===== src/rtl/fake_signal_check_pkg.sv =====
// Shared definitions for the fake-signal generator and checker.
// Holds the default pedestal and gain-ratio shift, the clock frequency,
// the HG/LG field positions inside the 24-bit ADC word and the pulse
// tracker state enumeration.
package fake_signal_check_pkg;

    localparam int unsigned PEDESTAL_DEFAULT = 200;          // ADC counts
    localparam int unsigned LG_SHIFT_DEFAULT = 5;            // HG/LG = 2**5
    localparam int unsigned CLOCK_FREQ_HZ    = 120_000_000;

    localparam int unsigned ADC_W    = 24;
    localparam int unsigned SAMPLE_W = 12;
    localparam int unsigned HG_MSB   = 23;
    localparam int unsigned HG_LSB   = 12;
    localparam int unsigned LG_MSB   = 11;
    localparam int unsigned LG_LSB   = 0;

    typedef enum logic {
        ST_IDLE = 1'b0,
        ST_HIGH = 1'b1
    } pulse_state_e;

endpackage


===== src/rtl/fake_lg_expect.sv =====
// Expected low-gain value for a given high-gain value.
// Ports:
//   hg_i        - high-gain sample
//   hg_ge_ped_o - 1 when hg_i is at or above the pedestal
//   lg_exp_o    - ((hg_i - PEDESTAL) >> LG_SHIFT) + PEDESTAL, truncated;
//                 only meaningful when hg_ge_ped_o is 1
module fake_lg_expect
    import fake_signal_check_pkg::*;
#(
    parameter int unsigned PEDESTAL = PEDESTAL_DEFAULT,
    parameter int unsigned LG_SHIFT = LG_SHIFT_DEFAULT
) (
    input  logic [SAMPLE_W-1:0] hg_i,
    output logic                hg_ge_ped_o,
    output logic [SAMPLE_W-1:0] lg_exp_o
);

    localparam logic [SAMPLE_W:0] PED_EXT = (SAMPLE_W+1)'(PEDESTAL);

    logic [SAMPLE_W:0] excess;

    always_comb begin
        excess      = {1'b0, hg_i} - PED_EXT;
        hg_ge_ped_o = ({1'b0, hg_i} >= PED_EXT);
        lg_exp_o    = SAMPLE_W'((excess >> LG_SHIFT) + PED_EXT);
    end

endmodule


===== src/rtl/fake_signal_check.sv =====
// Pulse statistics checker for the fake ADC signal.
// Registers the ADC word once, tracks pulses above PEDESTAL + THRESHOLD
// and reports width, peak, start-to-start interval and LG/HG consistency.
// Ports:
//   CLK, RESET     - clock and synchronous active-high reset
//   ENABLE         - checker active; when low the tracker idles and holds
//   CLEAR          - one-cycle pulse zeroing all statistics
//   ADC_IN         - HG in [23:12], LG in [11:0]
//   THRESHOLD      - pulse threshold in counts above PEDESTAL
//   PULSE_COUNT    - completed pulses (wrapping)
//   LAST_INTERVAL  - cycles between starts of the last two pulses
//   LAST_WIDTH     - above-threshold samples in the last pulse
//   LAST_PEAK      - maximum HG in the last pulse
//   LG_ERR_COUNT   - in-pulse samples whose LG disagrees with HG
//   PULSE_STROBE   - one cycle, LAST_* just updated
module fake_signal_check
    import fake_signal_check_pkg::*;
#(
    parameter int unsigned PEDESTAL = PEDESTAL_DEFAULT,
    parameter int unsigned LG_SHIFT = LG_SHIFT_DEFAULT
) (
    input  logic                CLK,
    input  logic                RESET,
    input  logic                ENABLE,
    input  logic                CLEAR,
    input  logic [ADC_W-1:0]    ADC_IN,
    input  logic [SAMPLE_W-1:0] THRESHOLD,
    output logic [31:0]         PULSE_COUNT,
    output logic [31:0]         LAST_INTERVAL,
    output logic [15:0]         LAST_WIDTH,
    output logic [SAMPLE_W-1:0] LAST_PEAK,
    output logic [15:0]         LG_ERR_COUNT,
    output logic                PULSE_STROBE
);

    localparam logic [SAMPLE_W:0] PED_EXT = (SAMPLE_W+1)'(PEDESTAL);

    logic [ADC_W-1:0]    adc_q;
    pulse_state_e        state_q;
    logic [15:0]         width_q;
    logic [SAMPLE_W-1:0] peak_q;
    logic [31:0]         interval_cnt_q;
    logic [31:0]         interval_cap_q;
    logic                first_q;
    logic [31:0]         pulse_count_q;
    logic [31:0]         last_interval_q;
    logic [15:0]         last_width_q;
    logic [SAMPLE_W-1:0] last_peak_q;
    logic [15:0]         lg_err_q;
    logic                strobe_q;

    logic [SAMPLE_W-1:0] hg;
    logic [SAMPLE_W-1:0] lg;
    logic [SAMPLE_W-1:0] lg_exp;
    logic                hg_ge_ped;
    logic                above;
    logic                lg_mismatch;
    logic [15:0]         width_d;
    logic [SAMPLE_W-1:0] peak_d;
    logic [31:0]         interval_cnt_d;
    logic [15:0]         lg_err_d;

    fake_lg_expect #(
        .PEDESTAL (PEDESTAL),
        .LG_SHIFT (LG_SHIFT)
    ) u_lg_expect (
        .hg_i        (hg),
        .hg_ge_ped_o (hg_ge_ped),
        .lg_exp_o    (lg_exp)
    );

    always_comb begin
        hg    = adc_q[HG_MSB:HG_LSB];
        lg    = adc_q[LG_MSB:LG_LSB];
        // 13-bit compare so PEDESTAL + THRESHOLD cannot wrap.
        above = ({1'b0, hg} >= (PED_EXT + {1'b0, THRESHOLD}));
        // Samples belonging to a pulse: the entry sample, every sample while
        // HIGH (including the one that ends it); sub-pedestal HG is skipped.
        lg_mismatch    = ((state_q == ST_HIGH) || above) && hg_ge_ped && (lg != lg_exp);
        width_d        = (width_q == '1)        ? width_q        : width_q + 16'd1;
        peak_d         = (hg > peak_q)          ? hg             : peak_q;
        interval_cnt_d = (interval_cnt_q == '1) ? interval_cnt_q : interval_cnt_q + 32'd1;
        lg_err_d       = (lg_err_q == '1)       ? lg_err_q       : lg_err_q + 16'd1;
    end

    always_ff @(posedge CLK) begin
        if (RESET) begin
            adc_q           <= '0;
            state_q         <= ST_IDLE;
            width_q         <= '0;
            peak_q          <= '0;
            interval_cnt_q  <= '0;
            interval_cap_q  <= '0;
            first_q         <= 1'b1;
            pulse_count_q   <= '0;
            last_interval_q <= '0;
            last_width_q    <= '0;
            last_peak_q     <= '0;
            lg_err_q        <= '0;
            strobe_q        <= 1'b0;
        end else begin
            adc_q    <= ADC_IN;
            strobe_q <= 1'b0;
            if (CLEAR) begin
                state_q         <= ST_IDLE;
                width_q         <= '0;
                peak_q          <= '0;
                interval_cnt_q  <= '0;
                interval_cap_q  <= '0;
                first_q         <= 1'b1;
                pulse_count_q   <= '0;
                last_interval_q <= '0;
                last_width_q    <= '0;
                last_peak_q     <= '0;
                lg_err_q        <= '0;
            end else if (!ENABLE) begin
                // Abort any pulse in progress; statistics and interval hold.
                state_q <= ST_IDLE;
            end else begin
                interval_cnt_q <= interval_cnt_d;
                if (lg_mismatch) begin
                    lg_err_q <= lg_err_d;
                end
                case (state_q)
                    ST_IDLE: begin
                        if (above) begin
                            state_q        <= ST_HIGH;
                            width_q        <= 16'd1;
                            peak_q         <= hg;
                            interval_cap_q <= first_q ? '0 : interval_cnt_q;
                            first_q        <= 1'b0;
                            interval_cnt_q <= 32'd1;
                        end
                    end
                    ST_HIGH: begin
                        if (above) begin
                            width_q <= width_d;
                            peak_q  <= peak_d;
                        end else begin
                            state_q         <= ST_IDLE;
                            last_width_q    <= width_q;
                            last_peak_q     <= peak_q;
                            last_interval_q <= interval_cap_q;
                            pulse_count_q   <= pulse_count_q + 32'd1;
                            strobe_q        <= 1'b1;
                        end
                    end
                    default: state_q <= ST_IDLE;
                endcase
            end
        end
    end

    assign PULSE_COUNT   = pulse_count_q;
    assign LAST_INTERVAL = last_interval_q;
    assign LAST_WIDTH    = last_width_q;
    assign LAST_PEAK     = last_peak_q;
    assign LG_ERR_COUNT  = lg_err_q;
    assign PULSE_STROBE  = strobe_q;

endmodule


===== config.mk =====
export PLATFORM = sky130hd
export DESIGN_NAME = fake_signal_check
export DESIGN_NICKNAME = d
export VERILOG_FILES = /design/src/rtl/fake_signal_check_pkg.sv /design/src/rtl/fake_lg_expect.sv /design/src/rtl/fake_signal_check.sv
export SDC_FILE = /design/constraint.sdc
export NUM_CORES = 1
export LEC_CHECK = 0
export CAP_MARGIN = 20
export CORE_ASPECT_RATIO = 1.1
export CORE_UTILIZATION = 55
export CTS_BUF_LIST = sky130_fd_sc_hd__clkbuf_16
export CTS_CLUSTER_SIZE = 24
export DETAILED_ROUTE_END_ITERATION = 6
export PLACE_DENSITY = 0.76
export RECOVER_POWER = 50
export SLEW_MARGIN = 20
export SYNTH_ARGS = -nofsm -noshare
export SYNTH_HDL_FRONTEND = slang
export SYNTH_SLANG_ARGS = --single-unit

===== constraint.sdc =====
create_clock -name CLK -period 5.2 [get_ports CLK]
set_input_delay 0.52 -clock CLK [delete_from_list [all_inputs] [get_ports CLK]]
set_output_delay 0.52 -clock CLK [all_outputs]
set_load 0.05 [all_outputs]

======== Yosys cells after proc, flatten, opt, wreduce, memory -nomap -nowiden ========
Index checks and enable logic that the tools add are counted.
operators by class
  add/sub/neg operators ................... 7
  $lt $le $gt $ge ......................... 3
  reductions and logical operators ........ 11
  multiplexer cells ....................... 14
  bitwise logic cells ..................... 4
  equal/unequal tests ..................... 8
operator list
  operator                                                                               count
  32-bit two-way mux                                                                     4
  32-bit by 1-bit adder with 32-bit output (second input constant)                       2
  16-bit two-way mux                                                                     3
  12-bit two-way mux                                                                     3
  16-bit by 1-bit adder with 16-bit output (second input constant)                       2
  16-bit == test (second input constant)                                                 2
  32-bit == test (second input constant)                                                 1
  16-bit case mux with 2 select lines                                                    1
  12-bit case mux with 2 select lines                                                    1
  8-bit by 12-bit adder with 13-bit output (first input constant)                        1
  12-bit by 13-bit greater-or-equal comparator with 1-bit output                         1
  12-bit by 8-bit subtractor with 13-bit output (second input constant)                  1
  12-bit by 8-bit greater-or-equal comparator with 1-bit output (second input constant)  1
  12-bit greater-than comparator                                                         1
  12-bit != test                                                                         1
  8-bit by 8-bit adder with 9-bit output (second input constant)                         1
  3-bit AND reduction                                                                    3
  4-bit AND reduction                                                                    2
  2-bit by 1-bit != test with 1-bit output (second input constant)                       2
  2-bit != test (second input constant)                                                  2
  1-bit NOT                                                                              4
  4-bit OR reduction                                                                     1
  3-bit OR reduction                                                                     1
  1-bit logical AND                                                                      2
  3 further kinds                                                                        4
word-level totals
  flip-flop bits (word level) ............. 227
  logic and storage cells ................. 60
  input bits .............................. 40
  output and inout port bits .............. 109

======== Depth between registers and ports, before layout ========
Gate-level depths: netlist of the first run.
  word-level depth ........................ 6
  depth in mapped cells ................... 16
  gate-level depth less buffers ........... 13

======== Cells and area by module ========
From an unflattened synthesis of the first run, not the netlist that was laid out.
unflattened totals
  cells, all modules ...................... 1198
  area total of the unflattened synthesis .. 10561.4 µm²
modules (own cells, without submodules)
  module             times used  cells an instance  area an instance (µm²)  seq. area each (µm²)
  fake_signal_check  1           1169               10341.2                 4544.4
  fake_lg_expect     1           29                 220.2                   0.0

======== Least setup slack after synthesis of the first run ========
No wires, ideal clock.
  kind .................................... in2reg
  from .................................... input THRESHOLD[3]
  to ...................................... register pulse_count_q[20] (netlist: PULSE_COUNT[20])
  stages on the path ...................... 13
  data required time ...................... 5068 ps
  data arrival time ....................... 3226 ps
  setup slack ............................. 1842 ps
  path buffers ............................ 2
  cells stage by stage .................... a311oi_1 > nor2_1 > xnor2_1 > ha_1 > a22o_1 > nor4_1 > o21ai_0 > a21oi_1 > o21ai_0 > clkbuf_1 > clkbuf_1 > o41ai_1 > a21oi_1
on the way
  cells in the longest elaborated chain, start to end .. 4
RTL lines
  what                                                            line                      text
  from (decl)                                                     fake_signal_check.sv:27   input logic [SAMPLE_W-1:0] THRESHOLD,
  8-bit by 12-bit adder with 13-bit output                        fake_signal_check.sv:76   above = ({1'b0, hg} >= (PED_EXT + {1'b0, THRESHOLD}));
  12-bit by 13-bit greater-or-equal comparator with 1-bit output  fake_signal_check.sv:76
  1-bit NOT (no line)                                             --
  3-bit AND reduction (no line)                                   --
  to (signal assigned)                                            fake_signal_check.sv:144  pulse_count_q <= pulse_count_q + 32'd1;
  to (decl)                                                       fake_signal_check.sv:45   logic [31:0] pulse_count_q;
No other way between the ends.
A chain may end at the register's enable or synchronous reset.

======== Worst setup path in the final report of the first run ========
  from .................................... input THRESHOLD[3]
  to ...................................... register last_interval_q[11] (netlist: LAST_INTERVAL[11])
on the way
  cells in the longest elaborated chain, start to end .. 4
RTL lines
  what                                                            line                      text
  8-bit by 12-bit adder with 13-bit output                        fake_signal_check.sv:76
  12-bit by 13-bit greater-or-equal comparator with 1-bit output  fake_signal_check.sv:76
  1-bit NOT (no line)                                             --
  3-bit AND reduction (no line)                                   --
  to (signal assigned)                                            fake_signal_check.sv:143  last_interval_q <= interval_cap_q;
  to (decl)                                                       fake_signal_check.sv:46   logic [31:0] last_interval_q;
No other way between the ends.

==> results.cfg, run 1 <==
[yosys]
seq_area_frac_synth_pct = 43.53
synth_compound_area_share_pct = 14.55
yosysWarnings = 0
ys_ff_latch = 227
synth_area_sq_um = 10440
synth-edff-count = 0
synth-async-reset-ratio_pct = 0
synthSimpleGateAreaFrac_pct = 27.39
synth_area_leaders = dfxtp_1 44%, nand2_1 8.9%, a21oi_1 7.0%, ha_1 3.6%, clkbuf_1 2.4%
syn_nets = 1332
syn_area_per_cell_sq_um = 8.272
synth_mux_area_share_pct = 2.409
synthAdderAreaFrac_pct = 3.596
synth_cell_type_count = 58
synth_top_family_by_area = simple AND/OR/NAND/NOR gates
synth_top_area_cell = dfxtp_1
syn_inst = 1262
yosysTopAreaCellShare_pct = 43.53
synthFlopType = dfxtp_1
synth-xor-area-share_pct = 4.111

[grt]
grt_pass1_wl_mm = 41.41
overflow = 0
grt_use_total_pct = 25.00
antenna_found_initial = 0
grt_max_degree = 50
grt_pass1_vias = 8685

[sta]
finalCritPeriodShare_pct = 78.83
rsz0062_at_grt = false
finalMaxSlewViolations = 0
fin_crit_ns = 4.099
worstMarginPinSlew_ns = 1.314
fin_hold_ws_ns = 0.4499
setup_viol = 0
fmax_mhz = 243.9
finalHoldViolations = 0
worst_slack_ns = 1.101
final.setup.tns_ns = 0
relSlewSlack_pct = 12.42
skew_ns = 0.01218

[place]
dp_cells = 1582
routabilityCongestion = 0.8540
post-dp-hpwl_mm = 16.61
dp_slack_ns = 0.7741
port_buffers = 148

[die]
dieWidth_microns = 133.4
rows = 52
die-area_sq_um = 19540
initial_core_util_pct = 56.49
boundaryPins = 149
die_height_microns = 146.5
core_sq_um = 18480

[power]
internal-power_uw = 2682
sequentialPowerShare_pct = 50.3
p_clk_share_pct = 43.4
p_switching_uw = 837.2
power.density_nw_per_um2 = 276.4
total_power_uw = 3519
vdd_drop_max_mv = 0.2437
switching_share_pct = 23.79
leakagePower_uw = 0.004421
combPwrFrac_pct = 6.3

[setup_path]
crit_arrival_ns = 4.54
cpMaxStageDelayCell = a21oi_1
crit_fanout = 49
crit_type = input port to flop
crit_required_ns = 5.64
path_buf_inv = 2
start_kind = input port
worst_path_most_repeated_cell = a21oi_1
critPathTopFamily = compound AO/OA/AOI/OAI gates
slowest_delay_ns = 1.01
end_kind = flop
crit_chain = dlygate4sd3_1, a311oi_1, nor2_1, xnor2_1, ha_1, a22o_1, nor4_1, o21ai_0, a21o_1, a21oi_1, buf_12, nand2_1, a21oi_1

[drt]
ant_nets = 0
dr.pass1.iters = 5
drc = 0
routedWlPerCell_microns = 15.02
route.vias.total = 9307
routed_wirelength_mm = 24.43
vias_per_cell = 5.724
drt_iter0_drc = 590

[clock_tree]
cts_resized = 0
clock_latency_ns = 0.52
cts_buffers = 24
clk_pin_slew_ns = 0.06
cts_tree = yes
cts_sinks = 227
clockBufferDepth = 3
ctsHoldBuffers = 0
cts_setup_buffers = 0
clockRootBuffer = clkbuf_16
h-tree-depth = 1

[finish]
layout-drive-gt1-share_pct = 4.121
num_antenna_cells = 0
syn2layout_area_growth_pct = 21.96
nNetsFinal = 1435
fillCellCount = 1575
fin_cells = 1626

[hold_path]
hp-class = flop to flop

[flow_run]
max_cap_viol_count = 0

[run_status]
status = completed
-- layout make-up --
| type | instances | area [sq um] | area share, % |
|---|---|---|---|
| clock buffer | 24 | 600.6 | 4.717 |
| sequential | 227 | 4544 | 35.70 |
| inverter | 28 | 105.1 | 0.8256 |
| tap | 243 | 304.0 | 2.388 |
| multi-input combinational | 923 | 5477 | 43.02 |
| clock inverter | 20 | 100.1 | 0.7862 |
| timing repair buffer | 161 | 1600 | 12.57 |
-- registers in the layout, indices dropped and copies added, names as in the netlist --
register        count
LG_ERR_COUNT       16
peak_q             12
first_q             1
width_q            16
interval_cap_q     32
PULSE_STROBE        1
interval_cnt_q     32
LAST_INTERVAL      32
adc_q              24
state_q             1
LAST_PEAK          12
PULSE_COUNT        32
LAST_WIDTH         16
-- metrics by stage --
step | instance area [sq um] | util [%]
finish | 12730 | 68.90
global route | 12730 | 68.90
CTS | 12750 | 68.99
detailed placement | 12050 | 65.20
global placement | 12020 | 65.05
floorplan | 10440 | -
-- cells in the final DEF (no fill, tap or decap), types with 4 or more instances in the layout --
cell,instances
o41ai_1,10
or3_1,31
clkdlybuf4s50_1,37
and2_1,9
dlygate4sd3_1,111
and4_1,8
o21ai_0,15
o311ai_1,5
nor4_1,13
ha_1,30
o31ai_1,31
o2111ai_1,4
nand3_1,40
clkinv_1,7
clkbuf_16,24
clkinv_2,10
dfxtp_1,227
buf_4,8
a21oi_1,146
xnor2_1,25
nor3_1,15
nor2b_1,31
inv_1,30
nor2_1,55
or4_1,29
o211ai_1,6
mux2i_1,24
nand3b_1,30
nand4_1,26
nand2_1,247
and3_1,18
xor2_1,24
o21a_1,4
-- path summary, 6_finish.rpt --
check / cells after the start / startpoint / slack (ns) / to
setup / recovery: 13 / THRESHOLD[3] / 1.10 / LAST_INTERVAL[11]
hold / removal: 2 / LAST_INTERVAL[9] / 0.45 / LAST_INTERVAL[9]
setup reg to reg: 9 / adc_q[22] / 1.79 / LAST_INTERVAL[11]
hold reg to reg: 2 / LAST_INTERVAL[9] / 0.45 / LAST_INTERVAL[9]
-- worst reg2reg max path, stage by stage, from the launching register on --
cell and delay, ns:
dfxtp_1 0.60, ha_1 0.32, a22o_1 0.23, nor4_1 0.14, o21ai_0 0.18, a21o_1 0.26, a21oi_1 1.01, buf_12 0.34
nand2_1 0.11, a21oi_1 0.15
-- metal layers --
metal  part of all wire (%)  vias up  global-route usage, %
met5                      0        -                      0
met4                    2.1        0                  7.386
met3                    4.8       36                  3.785
met2                     47      206                  42.40
met1                     46     4397                  32.69
li1                       -     4668                      -
-- cell families (layout without fill, tap and decap cells) --
family	after synthesis	in the layout
xor+xnor	49	49
buf+inv	112	233
flops	227	227
simple gates	570	570
mux	25	25
compound gates	249	249
fa+ha+maj	30	30
-- synthesized netlist by cell type (3+ instances only) --
cell type	n
and4_1	8
buf_6	4
nor2b_1	31
a21oi_1	146
buf_2	7
clkbuf_1	68
nand2b_1	3
or3_1	31
o21a_1	4
mux2i_1	24
nand3_1	40
nor3_1	15
buf_1	4
nor4_1	13
nand2_1	247
inv_1	28
xor2_1	24
o211ai_1	6
xnor2_1	25
nor2_1	56
nand3b_1	30
ha_1	30
dfxtp_1	227
a21o_1	3
o311ai_1	5
o41ai_1	10
o31ai_1	31
and3_1	18
or2_2	3
o21ai_0	16
and2_1	10
o2111ai_1	4
nand4_1	26
a211oi_1	3
or4_1	29
-- power groups by stage --
stage	registers (uW)	logic [uW]	clock network, uW
CTS	1770	227	1560
floorplan	1800	152	0
finish	1770	223	1530
global route	1770	249	1630
detailed placement	1810	225	0
global placement	1810	221	0
Note: power is estimated with default switching activity, not from simulation.
==> inputs of run 2 (changes only) <==
--- a/config.mk
+++ b/config.mk
@@ -7,11 +7,11 @@
 export LEC_CHECK = 0
 export CAP_MARGIN = 20
 export CORE_ASPECT_RATIO = 1.1
-export CORE_UTILIZATION = 55
+export CORE_UTILIZATION = 50
 export CTS_BUF_LIST = sky130_fd_sc_hd__clkbuf_16
 export CTS_CLUSTER_SIZE = 24
 export DETAILED_ROUTE_END_ITERATION = 6
-export PLACE_DENSITY = 0.76
+export PLACE_DENSITY = 0.73
 export RECOVER_POWER = 50
 export SLEW_MARGIN = 20
 export SYNTH_ARGS = -nofsm -noshare
==> constraint.sdc (replaced) <==
create_clock -name CLK -period 3.67 [get_ports CLK]
set_input_delay 0.367 -clock CLK [delete_from_list [all_inputs] [get_ports CLK]]
set_output_delay 0.367 -clock CLK [all_outputs]
set_load 0.05 [all_outputs]
==> run 2 against run 1 <==
Critical path depth rose by 5; via count rose by 1.8%; die area rose by 9.9%; clock-buffer cell count did not move.
==> results.cfg, run 2 (synthesis results as in run 1) <==
[run_status]
status = completed

[sta]
finalCritPeriodShare_pct = 92.28
skew_ns = 0.01482
worstMarginPinSlew_ns = 1.489
rsz0062_at_grt = false
setup_viol = 0
finalHoldViolations = 0
worst_slack_ns = 0.2832
finalMaxSlewViolations = 0
fmax_mhz = 295.3
fin_crit_ns = 3.387
relSlewSlack_pct = 0.7437

[die]
initial_core_util_pct = 50.90
boundaryPins = 149
rows = 55
die_height_microns = 153.5
dieWidth_microns = 139.8
core_sq_um = 20510
die-area_sq_um = 21460

[setup_path]
reg2regPathDepth = 12
end_kind = flop
crit_fanout = 37
crit_type = input port to flop
crit_required_ns = 4.05
start_kind = input port
crit_arrival_ns = 3.76

[finish]
layout-drive-gt1-share_pct = 6.161
layout_commonest_cell = nand2_1
final_cell_mix = 247 x nand2_1, 227 x dfxtp_1, 146 x a21oi_1
nNetsFinal = 1465
num_antenna_cells = 0
final_util_pct = 63.92
syn2layout_area_growth_pct = 25.57
fin_cells = 1668

[drt]
ant_nets = 0
drc = 0
dr.pass1.iters = 5
vias_per_cell = 5.678
routed_wirelength_mm = 24.92
route.vias.total = 9471
drt_iter0_drc = 478
routedWlPerCell_microns = 14.94

[clock_tree]
cts_setup_buffers = 0
clockBufferDepth = 3
cts_resized = 0
clockRootBuffer = clkbuf_16
cts_tree = yes
clk_pin_slew_ns = 0.06
h-tree-depth = 1
cts_sinks = 227
ctsHoldBuffers = 0
cts_buffers = 24
clock_latency_ns = 0.52

[grt]
overflow = 0
antenna_found_initial = 0
grt_pass1_vias = 8834
grt_max_degree = 58
grt_pass1_wl_mm = 42.39
grt_use_total_pct = 23.23

[place]
dp_slack_ns = -0.1350
port_buffers = 148
post-dp-hpwl_mm = 17.16
dp_cells = 1625
routabilityCongestion = 0.8369

[power]
vdd_drop_max_mv = 0.3274
leakagePower_uw = 0.004607
total_power_uw = 5343
power.density_nw_per_um2 = 407.6

[hold_path]
whs_path_depth = 2
hp-class = input port to flop

[flow_run]
max_cap_viol_count = 0
[run 2: worst max-delay path: stages]
cell             delay (ns)
clkdlybuf4s50_1        0.49
clkbuf_1               0.16
ha_1                   0.22
a21oi_1                0.11
nand2b_1               0.10
nand2_1                0.07
xor2_1                 0.15
ha_1                   0.20
a22o_1                 0.20
nor4_1                 0.16
o21ai_0                0.18
clkbuf_4               0.18
a21o_1                 0.19
clkbuf_4               0.15
a21oi_1                0.38
buf_12                 0.27
xnor2_1                0.14
nor2_1                 0.05
[run 2: layout make-up]
class | instances | area, sq um
fillers | 1829 | 7400
clock buffers | 24 | 600.6
flip-flops and latches | 227 | 4544
multi-input cells | 923 | 5450
clock inverters | 19 | 211.5
well taps | 256 | 320.3
inverters | 28 | 105.1
repair buffers | 191 | 1876
[run 2: power breakdown]
part | internal (uW) | leakage, uW | switching [uW]
combinational | 161 | 0.00238 | 194
clock | 1480 | 0.000396 | 1000
sequential | 2480 | 0.00183 | 25.4
[run 2: final timing paths]
path	startpoint	end	slack, ns
setup / recovery	THRESHOLD[3]	PULSE_COUNT[0]	0.28
hold / removal	ADC_IN[12]	adc_q[12]	0.41
setup reg to reg	adc_q[15]	LG_ERR_COUNT[15]	0.46
hold reg to reg	LAST_INTERVAL[29]	LAST_INTERVAL[29]	0.45
[run 2: routing by layer]
metal	vias to the layer above	GRT usage (%)	share of wire [%]
met1	4509	31.33	46
met2	209	39.17	47
met5	-	0	0
met3	27	3.581	5.5
li1	4726	-	-
met4	0	5.024	1.2
[run 2: per-stage QoR]
stage / instance area, sq um / setup TNS [ns] / hold slack [ns]
global placement: 12340 / -0.1460 / 0.4402
finish: 13110 / 0 / 0.4064
detailed placement: 12340 / -6.517 / 0.4446
global route: 13110 / 0 / 0.4053
floorplan: 10440 / 0 / 0.4321
CTS: 13160 / 0 / 0.3929
==> inputs of run 3 (changes only) <==
--- a/config.mk
+++ b/config.mk
@@ -6,10 +6,9 @@
 export NUM_CORES = 1
 export LEC_CHECK = 0
 export CAP_MARGIN = 20
-export CORE_ASPECT_RATIO = 1.1
+export CORE_ASPECT_RATIO = 0.7
 export CORE_UTILIZATION = 50
 export CTS_BUF_LIST = sky130_fd_sc_hd__clkbuf_16
-export CTS_CLUSTER_SIZE = 24
 export DETAILED_ROUTE_END_ITERATION = 6
 export PLACE_DENSITY = 0.73
 export RECOVER_POWER = 50
==> run 3 against run 2 <==
Maximum frequency fell by 2.1%; sequential power barely moved; worst setup slack got worse by 0.071 ns; clock-buffer cell count fell by 1; clock power fell by 15%; core utilization rose by 0.52 points; register-to-register slack improved by 0.07 ns; combinational power barely moved.
==> results.cfg, run 3 (synthesis results as in run 1) <==
[power]
power.density_nw_per_um2 = 384.3
leakagePower_uw = 0.004545
vdd_drop_max_mv = 0.3089

[sta]
finalCritPeriodShare_pct = 94.22
finalHoldViolations = 0
rsz0062_at_grt = false
relSlewSlack_pct = 5.544
finalMaxSlewViolations = 0
skew_ns = 0.008147
fin_crit_ns = 3.458
final.setup.tns_ns = 0
setup_viol = 0
fmax_mhz = 289.2
worstMarginPinSlew_ns = 1.417

[clock_tree]
cts_sinks = 227
clock_latency_ns = 0.50
cts_buffers = 22
clk_pin_slew_ns = 0.06
clockRootBuffer = clkbuf_16
clockBufferDepth = 3
ctsHoldBuffers = 0
h-tree-depth = 1
cts_tree = yes

[finish]
final_cell_mix = 247 x nand2_1, 227 x dfxtp_1, 144 x a21oi_1
layout-drive-gt1-share_pct = 5.488
layout_commonest_cell = nand2_1
final_util_pct = 64.43
num_antenna_cells = 0
syn2layout_area_growth_pct = 24.20
fin_cells = 1673
final_cell_area_sq_um = 12960
nNetsFinal = 1458

[place]
port_buffers = 148
placed_area_sq_um = 12340
dp_cells = 1634
post-dp-hpwl_mm = 17.87
routabilityCongestion = 0.8196

[setup_path]
path_buf_inv = 3
cp.depth = 14
crit_type = input port to flop
regToRegEndpoint = LG_ERR_COUNT[3]
r2r-start = adc_q[15]
crit_required_ns = 4.10
reg2reg_slack_ns = 0.53
slowest_delay_ns = 0.53
reg2regPathDepth = 10
critPathTopFamily = compound AO/OA/AOI/OAI gates
crit_end = PULSE_COUNT[14]
crit_chain = clkdlybuf4s50_1, a311oi_1, buf_4, nor2_1, xnor2_1, ha_1, a22o_1, nor4_1, o21ai_0, a21oi_2, clkbuf_1, o21ai_4, or4_1, a21oi_1
crit_arrival_ns = 3.89
start_kind = input port
worstSetupStartpoint = THRESHOLD[4]
cpMaxStageDelayCell = or4_1
crit_fanout = 14
end_kind = flop

[grt]
antenna_found_initial = 0
grt_max_degree = 46
grt_use_total_pct = 23.87
grt_pass1_vias = 8495
overflow = 0
grt_pass1_wl_mm = 42.62

[drt]
dr.pass1.iters = 5
route.vias.total = 9427
vias_per_cell = 5.635
drt_iter0_drc = 681
routed_wirelength_mm = 25.85
drc = 0
ant_nets = 0
routedWlPerCell_microns = 15.45

[die]
dieWidth_microns = 174.7
core_sq_um = 20120
rows = 43
initial_core_util_pct = 51.88
die_height_microns = 122.9
die-area_sq_um = 21470
boundaryPins = 149

[run_status]
status = completed

[flow_run]
max_cap_viol_count = 0

[hold_path]
hp-class = input port to flop
-- run 3: cell count changes in the layout (fill, tap and decap cells not counted), moves of 2 or more --
cell / delta
a21oi_1: -2
clkinvlp_4: -5
buf_4: -2
clkbuf_4: -2
inv_1: +5
bufinv_16: -3
-- run 3: layout make-up --
cell class                      count  area [sq um]
Fill cell                        1795          7157
Multi-Input combinational cell    923          5485
Sequential cell                   227          4544
Timing Repair Buffer              186          1826
Clock buffer                       23         575.6
Tap cell                          270         337.8
Inverter                           28         105.1
Clock inverter                     16         91.34
-- run 3: timing repair --
item                                    CTS  global route
gates resized for setup                   0             1
buffers inserted                          0             0
endpoints found under the setup margin    0             2
-- run 3: metrics by stage --
step | power [uW] | hold slack, ns | setup WS, ns
floorplan | 2765 | 0.4321 | 0.4647
global placement | 2916 | 0.4417 | -0.1542
detailed placement | 2923 | 0.4443 | -0.3055
CTS | 5044 | 0.4009 | 0.2138
global route | 5176 | 0.4155 | 0.05005
finish | 4983 | 0.4230 | 0.2121
-- run 3: power by group --
part           total (uW)  switching (uW)  internal [uW]
Clock                2120             924           1200
Sequential           2510            26.2           2480
Combinational         356             202            154
-- run 3: worst register-to-register path: stages (launching register included) --
cell       delay, ns
dfxtp_1         0.39
o311a_1         0.51
nor2_1          0.15
xor2_1          0.17
ha_1            0.26
xor2_1          0.17
nor4_1          0.20
o2111ai_1       0.25
or2_1           0.42
or3_1           0.39
a31oi_1         0.15
-- run 3: worst min-delay path by stage --
stage                       startpoint            endpoint  slack [ns]  cells after the start
CTS                         ADC_IN[22]           adc_q[22]        0.40                      2
detailed placement  interval_cap_q[23]   LAST_INTERVAL[23]        0.44                      2
global placement    interval_cap_q[17]   LAST_INTERVAL[17]        0.44                      2
finish                      ADC_IN[12]           adc_q[12]        0.42                      2
global route                ADC_IN[14]           adc_q[14]        0.42                      2
floorplan           interval_cap_q[14]  interval_cap_q[14]        0.43                      2
-- run 3: per-layer routing --
layer / GRT usage (%) / part of all wire [%] / vias up
met1: 35.99 / 51 / 4430
met4: 4.891 / 1.6 / 0
met3: 3.813 / 5.4 / 26
li1: - / - / 4716
met5: 0 / 0 / -
met2: 35.74 / 42 / 255
